===== src/rtl/display_arbiter.sv =====
// Fixed-priority arbiter that selects one of three digit/mode sources
// for a four-digit seven-segment driver, holding each grant for a minimum tick count.
module display_arbiter #(
  parameter int unsigned HOLD_TICKS = 2,
  parameter logic [1:0]  IDLE_MODE  = 2'b00
) (
  input  logic        f_clk,
  input  logic        rst,
  input  logic        tick,
  input  logic [2:0]  req,
  input  logic [15:0] digits0,
  input  logic [15:0] digits1,
  input  logic [15:0] digits2,
  input  logic [1:0]  mode0,
  input  logic [1:0]  mode1,
  input  logic [1:0]  mode2,
  output logic [2:0]  gnt,
  output logic [3:0]  seg1,
  output logic [3:0]  seg2,
  output logic [3:0]  seg3,
  output logic [3:0]  seg4,
  output logic [1:0]  mode,
  output logic        busy
);

  typedef enum logic [1:0] {
    IDLE,
    SHOW,
    LINGER
  } state_t;

  localparam logic [7:0] HOLD = 8'(HOLD_TICKS);

  state_t      state;
  state_t      state_n;
  logic [2:0]  gnt_n;
  logic [7:0]  cnt;
  logic [7:0]  cnt_n;
  logic [7:0]  cnt_dec;
  logic [15:0] disp;
  logic [15:0] disp_n;
  logic [1:0]  mode_n;

  logic [2:0]  hi;
  logic [15:0] hi_digits;
  logic [1:0]  hi_mode;
  logic [15:0] cur_digits;
  logic [1:0]  cur_mode;
  logic        greq;
  logic        higher;
  logic        any_req;

  // Lowest set bit of req is the highest-priority requester.
  assign hi      = req & (~req + 3'd1);
  assign any_req = |req;
  assign greq    = |(req & gnt);
  assign higher  = |(req & (gnt - 3'd1));
  assign cnt_dec = (tick && cnt != 8'd0) ? cnt - 8'd1 : cnt;

  always_comb begin
    hi_digits = 16'h0000;
    hi_mode   = 2'b00;
    case (hi)
      3'b001: begin
        hi_digits = digits0;
        hi_mode   = mode0;
      end
      3'b010: begin
        hi_digits = digits1;
        hi_mode   = mode1;
      end
      3'b100: begin
        hi_digits = digits2;
        hi_mode   = mode2;
      end
      default: ;
    endcase
  end

  always_comb begin
    cur_digits = 16'h0000;
    cur_mode   = 2'b00;
    case (gnt)
      3'b001: begin
        cur_digits = digits0;
        cur_mode   = mode0;
      end
      3'b010: begin
        cur_digits = digits1;
        cur_mode   = mode1;
      end
      3'b100: begin
        cur_digits = digits2;
        cur_mode   = mode2;
      end
      default: ;
    endcase
  end

  always_comb begin
    state_n = state;
    gnt_n   = gnt;
    cnt_n   = cnt_dec;
    disp_n  = disp;
    mode_n  = mode;
    unique case (state)
      IDLE: begin
        if (any_req) begin
          state_n = SHOW;
          gnt_n   = hi;
          cnt_n   = HOLD;
          disp_n  = hi_digits;
          mode_n  = hi_mode;
        end
      end
      SHOW: begin
        if (greq) begin
          if (cnt == 8'd0 && higher) begin
            gnt_n  = hi;
            cnt_n  = HOLD;
            disp_n = hi_digits;
            mode_n = hi_mode;
          end else begin
            disp_n = cur_digits;
            mode_n = cur_mode;
          end
        end else if (cnt != 8'd0) begin
          state_n = LINGER;
        end else if (any_req) begin
          gnt_n  = hi;
          cnt_n  = HOLD;
          disp_n = hi_digits;
          mode_n = hi_mode;
        end else begin
          state_n = IDLE;
          gnt_n   = 3'b000;
          cnt_n   = 8'd0;
          disp_n  = 16'h0000;
          mode_n  = IDLE_MODE;
        end
      end
      LINGER: begin
        // Reassertion resumes the old grant without a fresh hold.
        if (greq) begin
          state_n = SHOW;
          disp_n  = cur_digits;
          mode_n  = cur_mode;
        end else if (cnt != 8'd0) begin
          state_n = LINGER;
        end else if (any_req) begin
          state_n = SHOW;
          gnt_n   = hi;
          cnt_n   = HOLD;
          disp_n  = hi_digits;
          mode_n  = hi_mode;
        end else begin
          state_n = IDLE;
          gnt_n   = 3'b000;
          cnt_n   = 8'd0;
          disp_n  = 16'h0000;
          mode_n  = IDLE_MODE;
        end
      end
      default: begin
        state_n = IDLE;
        gnt_n   = 3'b000;
        cnt_n   = 8'd0;
        disp_n  = 16'h0000;
        mode_n  = IDLE_MODE;
      end
    endcase
  end

  always_ff @(posedge f_clk) begin
    if (rst) begin
      state <= IDLE;
      gnt   <= 3'b000;
      cnt   <= 8'd0;
      disp  <= 16'h0000;
      mode  <= IDLE_MODE;
    end else begin
      state <= state_n;
      gnt   <= gnt_n;
      cnt   <= cnt_n;
      disp  <= disp_n;
      mode  <= mode_n;
    end
  end

  assign seg1 = disp[3:0];
  assign seg2 = disp[7:4];
  assign seg3 = disp[11:8];
  assign seg4 = disp[15:12];
  assign busy = (state != IDLE);

endmodule


===== config.mk =====
export PLATFORM = sky130hd
export DESIGN_NAME = display_arbiter
export DESIGN_NICKNAME = d
export VERILOG_FILES = /design/src/rtl/display_arbiter.sv
export SDC_FILE = /design/constraint.sdc
export NUM_CORES = 1
export LEC_CHECK = 0
export BUFFER_PORTS_ARGS = -buffer_cell sky130_fd_sc_hd__buf_4
export CAP_MARGIN = 20
export CORE_MARGIN = 8
export CORE_UTILIZATION = 46
export DETAILED_ROUTE_END_ITERATION = 8
export GPL_TIMING_DRIVEN = 0
export PLACE_DENSITY = 0.76
export REMOVE_ABC_BUFFERS = 1
export SETUP_SLACK_MARGIN = 0.4
export SKIP_CTS_REPAIR_TIMING = 1
export SLEW_MARGIN = 10
export SYNTH_ARGS = -nofsm -noshare
export SYNTH_HDL_FRONTEND = slang
export SYNTH_SLANG_ARGS = --single-unit

===== constraint.sdc =====
create_clock -name f_clk -period 2 [get_ports f_clk]
set_clock_uncertainty 0.05 [all_clocks]
set_input_delay 0.1 -clock f_clk [delete_from_list [all_inputs] [get_ports f_clk]]
set_output_delay 0.1 -clock f_clk [all_outputs]
set_load 0.1 [all_outputs]

==> key figures <==
Global routing
  • Global-route wire length before repair: 14000 microns
  • Initial antenna violation count: 0
  • Remaining Overflow, GRT: 0
  • All-Layer GR Usage: 0.202
  • Vias in the first global route: 2807
  • Largest net degree at the start of global routing: 40

Critical path
  • Worst-path maximum fanout: 5
  • Worst path arrival time: 2.30 ns
  • Reg-to-Reg Start: cnt[1]$_SDFF_PP0_
  • CP max-delay cell: or4b_4
  • Crit-path cells: inv_2 > ha_4 > or4b_4 > buf_6 > nor2_4 > nor2_2 > maj3_1 > nor3_1
  • Reg2reg setup slack: -0.14 ns
  • CP max stage delay: 0.54 ns
  • Worst reg2reg path depth: 8
  • CP Data Required Time: 2.15 ns
  • CP Class: register to register
  • R2R Path End: state[0]$_SDFFE_PP0P_
  • Startpoint types: register
  • Crit end category: register

Floorplan
  • Full die area: 0.00808 sq mm
  • Core Area: 0.00537 sq mm
  • I/O pin cnt: 82
  • Rows: 27
  • DIE HEIGHT: 89.9 microns
  • Die X: 89.9 microns
  • Initial Util: 0.467

Cells and area
  • Share of cells above drive strength 1: 0.412
  • Ant. Diodes: 0
  • Post-Route Utilization: 0.675
  • Finished layout cell area: 0.00362 sq mm
  • Syn-to-layout area delta: 44.4%
  • Fin nets: 472

Drt
  • WL/cell: 19.7 microns
  • Pre-Repair DR Iteration Count: 5
  • DR vias: 3105
  • Vias per Instance: 6.47
  • Antenna-violating nets left: 0
  • Post-Route WL: 9450 microns
  • Drc violations: 0
  • First DRT Iteration DRCs: 366

Logic synthesis
  • Synthesis Warnings: 0
  • Asr flop ratio synth: 0
  • Mean post-synth cell area: 7.79 sq um
  • Cell taking the most area after synthesis: dfxtp_1
  • Sequential share of the synthesized area: 0.247
  • Post-synth cell types: 59
  • Top cell type's share of synthesized area: 0.247
  • Post-synth EDFFs: 0
  • Top_reg_cell synth: dfxtp_1
  • Ranking of synthesized cells by area: dfxtp_1 (25%), a22oi_1 (6.6%), a221o_1 (5.2%), nand2_1 (4.9%), a21oi_1 (4.2%)
  • Post-Syn Instances: 322
  • Cell area after synthesis: 0.00251 sq mm
  • Yosys reg bits: 31

STA
  • Final Setup Violations: 28
  • Hold slack: 0.0838 ns
  • Setup ws final: -0.141 ns
  • Min Tclk post-route: 2.14 ns
  • Peak Freq: 467 MHz
  • Worst Tran Pin Value: 0.872 ns
  • Slew margin rel.: 0.416
  • Total negative slack: -2.38 ns
  • Max Slew Vio Count: 0
  • Crit share post-route: 1.07
  • Fin. Hold Viols: 0
  • RSZ-0062 raised after global routing: yes

Place
  • DP Wirelength: 6030 microns
  • GPL Wtd Cong: 0.902
  • Port buffer count: 81
  • Area after DPL: 0.00311 sq mm

Power
  • Peak supply drop: 0.000736 V
  • Power per cell area: 1270 mW/mm^2
  • Total Power: 4620 uW
  • Leakage dissipation: 0.00145 uW

CTS
  • Root Driver: clkbuf_8
  • Num CTS Buffers: 5
  • Later-pin clock latency in the skew report: 0.29 ns
  • Clock buffer depth: 2
  • CTS clock-pin slew for the worst setup and hold paths: 0.07 ns
  • CTS H-Tree Depth: 2
  • CTS sink count: 31
  • CTS tree: yes

Run status
  • Failing checks: negative setup slack
  • Outcome: finished with violations

Worst hold path
  • Hold EP: disp[14]$_SDFFE_PP0P_
  • Hold path start: digits1[14]
  • Hold path depth: 4
  • Hold Crit Class: primary input to register

Run
  • Max Cap Violations: 0
[power breakdown]
group          leakage, uW  switching (uW)  internal, uW
clock network    0.0000612             257           403
registers         0.000258             169           760
logic              0.00113            1940          1090
total              0.00145            2370          2250
[per-layer routing]
layer,vias to the layer above,GRT usage,part of all wire
li1,1420,-,-
met1,1474,0.268,0.43
met2,188,0.316,0.47
met3,23,0.0382,0.079
met4,0,0.0721,0.023
met5,-,0,0
[worst max-delay path: cells and delay by family (launching register included)]
family	cells	cell delay, ns
simple gates	4	0.91
fa+ha+maj	2	0.52
flops	1	0.33
buf+inv	2	0.24
[how the worst max path moves through the flow]
| stage | cells after the start | from | to | slack, ns |
|---|---|---|---|---|
| floorplan | 7 | gnt[1]$_SDFFE_PP0P_ | disp[13]$_SDFFE_PP0P_ | -1.17 |
| global placement | 7 | gnt[1]$_SDFFE_PP0P_ | disp[6]$_SDFFE_PP0P_ | -1.11 |
| detailed placement | 7 | gnt[1]$_SDFFE_PP0P_ | cnt[7]$_SDFF_PP0_ | -0.80 |
| CTS | 7 | gnt[1]$_SDFFE_PP0P_ | cnt[7]$_SDFF_PP0_ | -0.83 |
| global route | 4 | state[0]$_SDFFE_PP0P_ | disp[8]$_SDFFE_PP0P_ | -0.22 |
| finish | 8 | cnt[1]$_SDFF_PP0_ | state[0]$_SDFFE_PP0P_ | -0.14 |
[stage by stage]
step           setup WS (ns)  std cells
4_1_cts               -0.826        457
3_3_place_gp           -1.11        448
2_1_floorplan          -1.17        295
5_1_grt               -0.224        480
6_report              -0.141        480
3_5_place_dp          -0.798        449
[cells in the mapped netlist, types with 7 or more instances]
| master | count |
|---|---|
| o211ai_1 | 9 |
| dfxtp_1 | 31 |
| nor3_1 | 12 |
| a221o_1 | 13 |
| a22o_1 | 11 |
| nor3_2 | 8 |
| nand4_1 | 7 |
| nand2_1 | 33 |
| a22oi_1 | 22 |
| clkbuf_1 | 21 |
| o21ai_0 | 21 |
| nor2_1 | 10 |
| a21oi_1 | 21 |
| inv_1 | 11 |
[state kept, by name, indices dropped and copies added, names as in the netlist]
register	flops
cnt	8
disp	16
gnt	3
mode	2
state	2
[layout make-up]
class | instances | area [sq um]
Sequential cell | 31 | 634
Fill cell | 441 | 1750
Timing Repair Buffer | 104 | 812
Multi-Input combinational cell | 253 | 1920
Clock buffer | 6 | 82.6
Inverter | 12 | 52.6
Tap cell | 72 | 90.1
Clock inverter | 2 | 35.0
[cell families (layout without fill, tap and decap cells)]
logic type / count (synthesis) / in the layout / synth area share
multiplexers: 1 / 1 / 0.00399
buffers and inverters: 39 / 124 / 0.0633
XOR/XNOR: 9 / 9 / 0.0314
AO/OA/AOI/OAI: 138 / 139 / 0.400
flip-flops: 31 / 31 / 0.247
adder cells (fa/ha/maj): 6 / 6 / 0.0289
AND/OR/NAND/NOR: 98 / 98 / 0.225
[cell usage in the layout (no fill, tap or decap), types with 8 or more instances in the layout]
cell type and count:
a21oi_1 20, o211ai_1 9, nor3_1 11, dfxtp_1 24, o21ai_0 20, a22oi_1 22, buf_4 98, nor2_1 8
a22o_1 11, a221o_1 13, nand2_1 32
Note: power is estimated with default switching activity, not from simulation.
